### src/rtl/xphy_link_ctrl.sv
// xphy_link_ctrl: per-channel 10GBASE-R link qualification FSM, MAC core resets and XGMII pipeline.
// Define XPHY_LINK_DROP_CNT_EN to build the saturating per-channel link-drop counters.
module xphy_link_ctrl #(
    parameter int C_NUM_CH = 1,
    parameter int C_HOLD_W = 16,
    parameter int C_PIPE   = 1
) (
    input  logic                    clk156,
    input  logic                    reset,
    input  logic [C_NUM_CH-1:0]     tx_resetdone,
    input  logic [C_NUM_CH-1:0]     rx_resetdone,
    input  logic [C_NUM_CH-1:0]     tx_fault,
    input  logic [C_NUM_CH-1:0]     signal_detect,
    input  logic [64*C_NUM_CH-1:0]  xgmii_txd,
    input  logic [8*C_NUM_CH-1:0]   xgmii_txc,
    output logic [64*C_NUM_CH-1:0]  xgmii_txd_int,
    output logic [8*C_NUM_CH-1:0]   xgmii_txc_int,
    input  logic [64*C_NUM_CH-1:0]  xgmii_rxd_int,
    input  logic [8*C_NUM_CH-1:0]   xgmii_rxc_int,
    output logic [64*C_NUM_CH-1:0]  xgmii_rxd,
    output logic [8*C_NUM_CH-1:0]   xgmii_rxc,
    output logic [C_NUM_CH-1:0]     resetdone,
    output logic [C_NUM_CH-1:0]     core_reset_tx,
    output logic [C_NUM_CH-1:0]     core_reset_rx,
    output logic [C_NUM_CH-1:0]     link_up,
    output logic [8*C_NUM_CH-1:0]   link_drop_cnt
);
    localparam int TW = 72*C_NUM_CH;
    localparam logic [C_HOLD_W-1:0] HOLD_TERM = {{(C_HOLD_W-1){1'b1}}, 1'b0};

    typedef enum logic [1:0] {S_RST, S_WAIT, S_HOLD, S_UP} state_t;

    (* async_reg = "true" *) logic [4*C_NUM_CH-1:0] sync1_q;
    (* async_reg = "true" *) logic [4*C_NUM_CH-1:0] sync2_q;
    logic [C_NUM_CH-1:0] crx_d;

    always_ff @(posedge clk156 or posedge reset) begin
        if (reset) begin
            sync1_q <= '0;
            sync2_q <= '0;
        end else begin
            sync1_q <= {signal_detect, tx_fault, rx_resetdone, tx_resetdone};
            sync2_q <= sync1_q;
        end
    end

    assign resetdone = sync2_q[C_NUM_CH-1:0] & sync2_q[2*C_NUM_CH-1:C_NUM_CH];

    for (genvar c = 0; c < C_NUM_CH; c++) begin : g_ch
        state_t              state_q, state_d;
        logic [C_HOLD_W-1:0] cnt_q, cnt_d;
        logic                ok, crx_q, ctx_q, up_q;

        assign ok = sync2_q[c] & sync2_q[C_NUM_CH+c] & ~sync2_q[2*C_NUM_CH+c] & sync2_q[3*C_NUM_CH+c];

        // losing ok wins over reaching the hold-off terminal count
        always_comb begin
            state_d = (state_q == S_RST || !ok) ? S_WAIT :
                      (state_q == S_WAIT) ? S_HOLD :
                      (state_q == S_HOLD && cnt_q == HOLD_TERM) ? S_UP : state_q;
            cnt_d   = (state_q == S_HOLD && ok) ? cnt_q + C_HOLD_W'(1) : '0;
        end

        assign crx_d[c] = !(state_d == S_HOLD || state_d == S_UP);

        always_ff @(posedge clk156 or posedge reset) begin
            if (reset) begin
                state_q <= S_RST;
                cnt_q   <= '0;
                crx_q   <= 1'b1;
                ctx_q   <= 1'b1;
                up_q    <= 1'b0;
            end else begin
                state_q <= state_d;
                cnt_q   <= cnt_d;
                crx_q   <= crx_d[c];
                ctx_q   <= state_d != S_UP;
                up_q    <= state_d == S_UP;
            end
        end

        assign core_reset_rx[c] = crx_q;
        assign core_reset_tx[c] = ctx_q;
        assign link_up[c]       = up_q;

`ifdef XPHY_LINK_DROP_CNT_EN
        logic [7:0] drop_q;

        always_ff @(posedge clk156 or posedge reset) begin
            if (reset) begin
                drop_q <= '0;
            end else if (state_q == S_UP && !ok && drop_q != 8'hFF) begin
                drop_q <= drop_q + 8'd1;
            end
        end

        assign link_drop_cnt[8*c +: 8] = drop_q;
`else
        assign link_drop_cnt[8*c +: 8] = 8'h00;
`endif
    end

    // each chain is {stages, input}; stage k loads chain slice k, the top slice is the output
    logic [C_PIPE*TW-1:0]     tx_q, rx_q, rx_d;
    logic [(C_PIPE+1)*TW-1:0] tx_chain, rx_chain;

    assign tx_chain = {tx_q, xgmii_txc, xgmii_txd};
    assign rx_chain = {rx_q, xgmii_rxc_int, xgmii_rxd_int};

    always_comb begin
        rx_d = rx_chain[C_PIPE*TW-1:0];
        for (int k = 0; k < C_NUM_CH; k++) begin
            if (crx_d[k]) begin
                rx_d[(C_PIPE-1)*TW + 64*k +: 64]             = {8{8'h07}};
                rx_d[(C_PIPE-1)*TW + 64*C_NUM_CH + 8*k +: 8] = 8'hFF;
            end
        end
    end

    always_ff @(posedge clk156) begin
        tx_q <= tx_chain[C_PIPE*TW-1:0];
        rx_q <= rx_d;
    end

    assign {xgmii_txc_int, xgmii_txd_int} = tx_chain[(C_PIPE+1)*TW-1 -: TW];
    assign {xgmii_rxc, xgmii_rxd}         = rx_chain[(C_PIPE+1)*TW-1 -: TW];
endmodule
### config.mk
export PLATFORM = sky130hd
export DESIGN_NAME = xphy_link_ctrl
export DESIGN_NICKNAME = d
export VERILOG_FILES = /design/src/rtl/xphy_link_ctrl.sv
export SDC_FILE = /design/constraint.sdc
export NUM_CORES = 1
export LEC_CHECK = 0
export BUFFER_PORTS_ARGS = -buffer_cell sky130_fd_sc_hd__clkbuf_2
export CORE_AREA = 3 3 117 119
export DETAILED_ROUTE_END_ITERATION = 6
export DIE_AREA = 0 0 120 122
export PLACE_DENSITY = 0.71
export SLEW_MARGIN = 20
export SYNTH_ARGS = -nofsm -noshare
export SYNTH_HDL_FRONTEND = slang
export SYNTH_SLANG_ARGS = --single-unit
### constraint.sdc
create_clock -name clk156 -period 4.1 [get_ports clk156]
set_clock_uncertainty 0.1 [all_clocks]
set_input_delay 0.205 -clock clk156 [delete_from_list [all_inputs] [get_ports clk156]]
set_output_delay 0.205 -clock clk156 [all_outputs]
set_load 0.01 [all_outputs]
; ---- After elaboration in Yosys (flattened, before gate mapping)
; Cells that the tools add are included.
[totals]
ff_bits = 173
input_bits = 150
output_inout_bits = 156
word_cells = 31
[op_classes]
addsub = 1
n_eq_ne = 6
n_mux = 4
bitwise_logic = 4
n_reduce_logical = 7
[ops]
columns = cell, n
row1 = 16-bit by 1-bit adder with 16-bit output (second input constant), 1
row2 = 16-bit == test (second input constant), 1
row3 = 16-bit two-way mux, 1
row4 = 2-bit == test (second input constant), 3
row5 = 2-bit two-way mux, 3
row6 = 1-bit AND, 3
row7 = 2-bit by 1-bit == test with 1-bit output (second input constant), 1
row8 = 1-bit logical AND, 2
row9 = 1-bit zero test, 2
row10 = 2-bit zero test, 1
row11 = 1-bit logical OR, 2
row12 = 2-bit != test (second input constant), 1
row13 = 1-bit NOT, 1

; ---- Depth between registers and ports, before layout
; Gate-level depths: netlist (run 1).
[depth]
ltp_word = 9
ltp_mapped = 6
depth_no_buf = 5

; ---- Worst setup path before layout (run 1)
; Ideal clock, no wire load.
[synth_path]
path_type = reg-to-reg
start = register g_ch[0].cnt_q[0]
end = register g_ch[0].ctx_q (netlist: core_reset_tx)
setup_ps = 77
arrival_ps = 1392
required_time_ps = 3923
path_slack_ps = 2531
stages_incl_launch_ff = 6
n_path_buf = 0
synth_period_minus_slack_ps = 1569
path_cell_list = dfrtp_1 inv_1 ha_1 nand4_1 or4_4 a21bo_1
[synth_between]
elab_chain_cells = 6
[synth_lines]
columns = item, line_no
row1 = "start, declared", 51  ; logic [C_HOLD_W-1:0] cnt_q, cnt_d;
row2 = "start signal, assigned", 75  ; cnt_q <= cnt_d;
row3 = 16-bit == test, 60  ; (state_q == S_HOLD && cnt_q == HOLD_TERM) ? S_UP : state_q;
row4 = 1-bit logical AND, 60
row5 = 2-bit two-way mux, 60
row6 = 2-bit two-way mux, 59  ; (state_q == S_WAIT) ? S_HOLD :
row7 = 2-bit two-way mux, 58  ; state_d = (state_q == S_RST || !ok) ? S_WAIT :
row8 = 2-bit != test, 77  ; ctx_q <= state_d != S_UP;
row9 = "end signal, assigned", 71  ; ctx_q <= 1'b1;
row10 = "end signal, assigned", 77
row11 = "end, declared", 52  ; logic ok, crx_q, ctx_q, up_q;
; No other way between the ends.
; A chain may end at the register's enable or synchronous reset.

; ---- Worst setup path in the final report (run 1)
[layout_path]
start = register sync2_q[2]
end = register rx_q[33]
[layout_between]
elab_chain_cells = 8
word_cells_on_any_way = 9
[layout_lines]
columns = item, line_no
row1 = "start, declared", 34  ; (* async_reg = "true" *) logic [4*C_NUM_CH-1:0] sync2_q;
row2 = "start signal, assigned", 43  ; sync2_q <= sync1_q;
row3 = 1-bit NOT *, 54  ; assign ok = sync2_q[c] & sync2_q[C_NUM_CH+c] & ~sync2_q[2*C_NUM_CH+c] & sync2_q[3*C_NUM_CH+c];
row4 = 1-bit AND * (2 in a row), 54
row5 = 1-bit zero test *, 58
row6 = 1-bit logical OR *, 58
row7 = 2-bit two-way mux *, 58
row8 = 2-bit == test, 64  ; assign crx_d[c] = !(state_d == S_HOLD || state_d == S_UP);
row9 = 1-bit logical OR *, 64
row10 = "end signal, assigned", 122  ; rx_q <= rx_d;
row11 = "end, declared", 104  ; logic [C_PIPE*TW-1:0] tx_q, rx_q, rx_d;
; Mark *: on every way between the ends. The rest lies on a longest branch, timed or not.

==> results.md, run 1 <==
* Fin. Hold Viols at 0
* Post-place instance area at ~6300 µm²
* Async SR Flop Fraction at ~17%
* Chip Width at approximately 120 µm
* Arrival time worst endpoint at between 2 and 3 ns
* Routed WL at ~17,000 µm
* Layout cells sized above 1 at between 40% and 50%
* Clk root buf: clkbuf_16
* Port Buffers at a little under 300
* Pleak at 3.98 nW
* Startpoint Class: flip-flop
* Tmin final at between 2 and 2.5 ns
* First-pass GRT wire length at 24,700 µm
* DR top layer: met5
* Met3 Wirelength at 1310 µm
* Worst r2r src: sync2_q[2]
* Count of pins over their slew limit at 0
* Final TNS setup at 0 ns
* Maximum vdd drop at between 200 and 300 µV
* Clock sink count at roughly 170
* CTS Buffer Depth at 2
* Post-Synthesis Cells at about 340
* Iter 0 DRT Violations at a little over 200
* Core area at about 13,000 µm²
* CP startpoint: sync2_q[2]
* Final setup vio count at 0
* Global Route Usage Sum at a little under a quarter
* Critical R2R Capture: rx_q[33]
* RePlAce Congestion at 0.863
* Status: finished clean
* Starting Density at a little under two fifths
* Nets@finish at ~950
* Dpl hpwl at about 10000 µm
* Num CTS Buffers at 17
* CTS tree: yes
* Rows at 41
* Number of global-route vias before repair at between 4k and 5k
* Most frequent cells in the layout: 297 x clkbuf_2, 149 x dlygate4sd3_1, 144 x dfxtp_1
* Worst skew pair latency at 0.42 ns
* Avg WL per Cell at between 15 and 20 µm
* Initial antenna violation count at 2
* Hold WS at about 0.25 ns
* Design area at between 8000 and 9000 µm²
* Prevailing post-synth register cell: dfxtp_1
* Tightest Pin Transition at around 1.0 ns
* Routed vias/inst at between 4 and 5
* CP Capture Type: flip-flop
* Die area at between 10,000 and 15,000 µm²
* Post-synth EDFFs at 0
* Required time worst endpoint at between 4 and 5 ns
* Routed wl met2 at around 8900 µm
* Synth warn at 0
* FF+latch count, synth at ~170
* Register-to-register setup slack at 1.78 ns
* Total chip power at 0.00363 W
* Antenna-violating nets left at 0
* Mapped Area at approximately 4700 µm²
* Worst Setup EP: rx_q[33]
* Htree depth at 4
* Hold Path Class: flip-flop to flip-flop
* Syn_area_per_cell at about 14 µm²
* Period utilisation layout at 56.7%
* Largest net degree at the start of global routing at between 70 and 80
* RSZ-0062 raised after global routing: false
* Pwr per Cell Area at around 430 nW/µm²
* Setup CP Type: flip-flop to flip-flop
* Via count at around 4.2k
* Area grow syn2layout at 79.2%
* Clock transition at the registers of the reported paths at approximately 0.060 ns
* Height of the die at about 120 µm
* Commonest non-fill, non-tap cell in the layout: clkbuf_2
* Metal-1 WL at approximately 6000 µm
* Crit-path max FO at 74
* Grt total ovfl at 0
* First-pass DRT Iterations at 4
* Residual DRC at 0
* Seq/Total Area, Yosys at around 77%
* Max-cap violations at 0
* IO Count at 306
* Synth unique cells at 33
* Fmax at ~430 MHz
* Slew margin rel. at a little under a third
* R2R depth at 4
final cells by class:
cell class	count	area (µm²)
fillers	891	4300
inverters	6	22.5
well taps	172	215
flip-flops and latches	173	3610
clock buffers	20	458
clock inverters	12	128
repair buffers	446	2980
multi-input cells	151	952
diodes	1	2.50
synth_stat cells (2+ instances only):
cell type / count / share of area, %
dfxtp_1: 144 / 62
and2_1: 41 / 5.5
dfrtp_1: 27 / 14
nand2b_1: 22 / 2.9
nand3_1: 11 / 1.2
clkbuf_1: 10 / 0.80
or2b_1: 10 / 1.6
buf_4: 9 / 1.4
a21oi_1: 7 / 0.75
inv_1: 6 / 0.48
nand2_1: 6 / 0.48
nor2_1: 5 / 0.40
mux2i_1: 4 / 0.86
nand3b_1: 4 / 0.64
nor4_1: 4 / 0.54
o31ai_1: 4 / 0.64
or4_1: 4 / 0.64
nand4_1: 3 / 0.40
o21ai_0: 3 / 0.32
or3_1: 3 / 0.40
dfstp_2: 2 / 1.1
ha_1: 2 / 0.54
xor2_1: 2 / 0.38
stage by stage:
stage,util (%),worst slack [ns],instances
after floorplan,-,2.53,350
after global placement,49.6,1.89,799
after detailed placement,49.6,1.79,799
after CTS,66.0,1.77,980
after global routing,66.0,1.54,981
final,66.0,1.78,981
worst min path at each step:
stage | start | to | slack [ns] | cells past startpoint
after floorplan | xgmii_txd[0] | tx_q[0] | 0.13 | 0
after global placement | xgmii_txc[1] | tx_q[65] | 0.21 | 1
after detailed placement | xgmii_txd[43] | tx_q[43] | 0.21 | 1
after CTS | sync1_q[1] | sync2_q[1] | 0.25 | 0
after global routing | sync1_q[0] | sync2_q[0] | 0.27 | 0
final | sync1_q[1] | sync2_q[1] | 0.25 | 0
report_power, final:
group,internal (W),total [W],switching [W]
clock network,0.000891,0.00157,0.000681
registers,0.00174,0.00176,0.0000200
logic,0.000183,0.000300,0.000117
total,0.00281,0.00363,0.000818
worst max-delay path, stage by stage, from the launching register on:
cell and delay (ns):
dfrtp_1 0.37, and4b_1 0.48, o21ai_1 0.18, inv_2 0.74, or2b_1 0.29
routing by layer:
metal  GRT usage (%)  vias to the layer above
li1                -                     1998
met1            23.3                     1977
met2            40.5                      210
met3            8.64                       40
met4            10.2                        2
met5               0                        -
cells by family after synthesis:
kind of cell               after synthesis  share of synthesized area, %
buffers and inverters                   26                          2.84
and+or+nand+nor                        117                          15.6
adders and majority gates                2                         0.536
AOI/OAI and AO/OA                       17                          2.20
DFF                                    173                          77.3
muxes                                    4                         0.857
other                                    1                        0.0803
xor gates and xnor gates                 3                         0.563
flip-flops by register name (all words and copies together), names as in the netlist:
register       count
sync1_q            4
tx_q              72
rx_q              72
sync2_q            4
core_reset_tx      1
core_reset_rx      1
g_ch.cnt_q        16
link_up            1
g_ch.state_q       2
what timing repair did:
item / in CTS / in global routing
setup endpoints to repair: 0 / 0
resized for setup: 0 / 0
hold buffers: 149 / 0
hold endpoints to repair: 175 / 0
buffers inserted: 0 / 0
Note: power is estimated with default switching activity, not from simulation.
==> run 2: changes to the inputs <==
--- a/config.mk
+++ b/config.mk
@@ -5,10 +5,11 @@
 export SDC_FILE = /design/constraint.sdc
 export NUM_CORES = 1
 export LEC_CHECK = 0
+export ABC_AREA = 1
 export BUFFER_PORTS_ARGS = -buffer_cell sky130_fd_sc_hd__clkbuf_2
-export CORE_AREA = 3 3 117 119
+export CORE_AREA = 3 3 118 120
 export DETAILED_ROUTE_END_ITERATION = 6
-export DIE_AREA = 0 0 120 122
+export DIE_AREA = 0 0 121 123
 export PLACE_DENSITY = 0.71
 export SLEW_MARGIN = 20
 export SYNTH_ARGS = -nofsm -noshare
==> constraint.sdc (replaced) <==
create_clock -name clk156 -period 2.3 [get_ports clk156]
set_clock_uncertainty 0.1 [all_clocks]
set_input_delay 0.115 -clock clk156 [delete_from_list [all_inputs] [get_ports clk156]]
set_output_delay 0.115 -clock clk156 [all_outputs]
set_load 0.01 [all_outputs]
==> run 2 against run 1 <==
Non-clock buffer count is 2 higher. Sequential power is 78% higher. Synthesized area rose by 3.3%. First-iteration DRC count up 5.4%. Power is 82% higher. Clock power up 86%.
==> results.md, run 2 <==
* Core area at 13,100 µm² (+3.3%)
* Iter 0 DRT Violations at 213 (+5.4%)
* DR top layer: met5
* Fin. Hold Viols at 0 (unchanged)
* Maximum vdd drop at 524 µV (+95%)
* First-pass DRT Iterations at 4 (unchanged)
* Grt total ovfl at 0 (unchanged)
* # diodes at 0 (-1)
* CTS tree: yes
* Dpl hpwl at 10,300 µm (+4.1%)
* Setup CP Type: flip-flop to flip-flop
* Global Route Usage Sum at 23.0% (+0.47 points)
* Crit-path max FO at 47 (-36%)
* Slew margin rel. at 29.7% (-2.0 points)
* Status: finished clean
* Synth Area in XOR/XNOR at 0.182% (-0.38 points)
* Avg WL per Cell at 16.6 µm (-2.7%)
* Tmin final at 2.06 ns (-0.267 ns)
* Post-Synthesis Cells at 431 (+26%)
* Async SR Flop Fraction at 16.8% (unchanged)
* CP Capture Type: flip-flop
* DP Cell Count at 896 (+12%)
* Mapped Area at 4820 µm² (+3.3%)
* FF+latch count, synth at 173 (unchanged)
* Routed WL at 17,900 µm (+6.8%)
* Worst skew pair latency at 0.41 ns (about the same)
* Residual DRC at 0 (unchanged)
* Post-CTS Setup Inserts at 0 (unchanged)
* Commonest non-fill, non-tap cell in the layout: clkbuf_2
* Rows at 42 (+2.4%)
* Count of pins over their slew limit at 0 (unchanged)
* Initial antenna violation count at 1 (-1)
* Arrival time worst endpoint at 2.25 ns (-0.28 ns)
* Antenna-violating nets left at 0 (unchanged)
* Htree depth at 4 (unchanged)
* Simple-gate portion of the synthesized area at 15.9% (+0.30 points)
* Max-cap violations at 0 (unchanged)
* Syn_area_per_cell at 11.2 µm² (-18%)
* Starting Density at 36.9% (about the same)
* Post-synth EDFFs at 0 (unchanged)
* Tightest Pin Transition at 1.05 ns (+0.0253 ns)
* Number of global-route vias before repair at 4,822 (+6.1%)
* Post_cts resized at 0 (unchanged)
* Clock sink count at 173 (unchanged)
* Nets@finish at 1,040 (+9.8%)
* Required time worst endpoint at 2.49 ns (-1.82 ns)
* Synth area leader: dfxtp_1
* Pwr per Cell Area at 773 nW/µm² (+78%)
* Metal-1 WL at 6250 µm (+3.0%)
* Final TNS setup at 0 ns (unchanged)
* Layout cells sized above 1 at 39.2% (-2.0 points)
* Post-synth top cells: 144 x dfxtp_1, 72 x nor2_1, 60 x inv_1
* Synth Area in Compound Gates at 1.27% (-0.93 points)
* Final setup vio count at 0 (unchanged)
* Hold Path Class: input pin to asynchronous set/reset pin
* Synth unique cells at 28 (-15%)
* Chip Width at 121 µm (+0.83%)
* Main combinational cell family by area after synthesis: simple AND/OR/NAND/NOR gates
* CTS Buffer Depth at 2 (unchanged)
* Num CTS Buffers at 17 (unchanged)
* Startpoint Class: flip-flop
* Period utilisation layout at 89.4% (+33 points)
* First-pass GRT wire length at 25,800 µm (+4.4%)
* Port Buffers at 297 (unchanged)
* Fmax at 486 MHz (+13%)
* Met3 Wirelength at 1480 µm (+13%)
* Adder-cell area share of the yosys netlist at 0.519% (-0.017 points)
* RePlAce Congestion at 0.859 (-0.45%)
* Clock transition at the registers of the reported paths at 0.06 ns (about the same)
* Most frequent cells in the layout: 297 x clkbuf_2, 149 x dlygate4sd3_1, 144 x dfxtp_1
* Synth warn at 0 (unchanged)
* Via count at 4,607 (+9.0%)
* RSZ-0062 raised after global routing: false
* Most common cell in the netlist: dfxtp_1
* IO Count at 306 (unchanged)
* Hold buffers post-CTS at 149 (unchanged)
* Area contributors post-synth: dfxtp_1 60%, dfrtp_1 14%, nor2_1 5.6%, inv_1 4.7%, nand2_1 2.7%
* Height of the die at 123 µm (+0.82%)
* Post-synthesis mux area share at 0% (-0.86 points)
* Area grow syn2layout at 77.4%
* Non-filler instance count after layout at 1,077 (+9.8%)
* Clk root buf: clkbuf_16
* Routed wl met2 at 9330 µm (+4.8%)
* Die area at 14,900 µm² (+1.7%)
* Prevailing post-synth register cell: dfxtp_1
* Seq/Total Area, Yosys at 74.8% (-2.5 points)
* Share of the synthesized area in the top cell type at 59.8% (-2.0 points)
* Largest registers: rx_q (72), tx_q (72), g_ch.cnt_q (16)
* Largest net degree at the start of global routing at 48 (-36%)
* Pleak at 4.25 nW (+6.8%)
* Routed vias/inst at 4.28 (-0.73%)
==> run 2: changes by cell type in the layout (fill, tap and decap cells not counted), moves of 20 or more <==
cell / before / now
or2_1: 0 / 20
nor2_1: 5 / 72
nand2b_1: 22 / 0
inv_1: 4 / 60
nand2_1: 6 / 35
and2_1: 41 / 1
==> run 2: power by group <==
group,total (W),internal [W],switching (W)
Sequential,0.00313,0.00310,0.0000337
Combinational,0.000560,0.000325,0.000235
Clock,0.00292,0.00169,0.00123
Total,0.00662,0.00512,0.00150
==> run 2: worst max-delay path, cell delays in order, from the launching register on <==
cell,delay (ns)
dfrtp_1,0.44
o21ai_4,0.85
buf_4,0.44
nor2_1,0.09
==> run 2: layout make-up <==
type,count,area [µm²]
clock buffer,19,453
timing repair buffer,448,2990
sequential,173,3610
fill,915,4530
inverter,60,225
tap,176,220
clock inverter,13,155
multi-input combinational,188,900
==> run 2: path summary, 6_finish.rpt <==
| kind | startpoint | to | slack, ns | cells after the start |
|---|---|---|---|---|
| min in group clk156 | xgmii_txd[50] | tx_q[50] | 0.24 | 2 |
| worst min register to register | sync1_q[2] | sync2_q[2] | 0.25 | 0 |
| max in group asynchronous | reset | core_reset_tx | 1.60 | 4 |
| worst min-delay path | reset | sync1_q[0] | 0.20 | 4 |
| worst max-delay path | g_ch[0].state_q[1] | rx_q[63] | 0.24 | 3 |
| worst max register to register | g_ch[0].state_q[1] | rx_q[63] | 0.24 | 3 |
==> run 2: metrics by stage <==
step / hold WS, ns / total power [W] / util [%] / setup WS (ns) / cell area [µm²]
after detailed placement: 0.0855 / 0.00352 / 49.3 / 0.273 / 6460
after global routing: 0.230 / 0.00684 / 65.4 / 0.0705 / 8560
final: 0.195 / 0.00662 / 65.4 / 0.243 / 8560
after global placement: 0.0836 / 0.00351 / 49.3 / 0.311 / 6460
after floorplan: 0.0427 / 0.00330 / - / 0.981 / 4850
after CTS: 0.191 / 0.00662 / 65.4 / 0.246 / 8560
==> run 2: cell families after synthesis <==
group | after synthesis
buf+inv | 77
compound gates | 11
fa+ha+maj | 2
other cells | 1
simple gates | 166
flops | 173
xor+xnor | 1
==> run 2: layer usage <==
metal,GRT usage (%),vias up
li1,-,2181
met1,23.8,2139
met2,41.0,232
met3,8.42,53
met4,11.8,2
met5,0,-
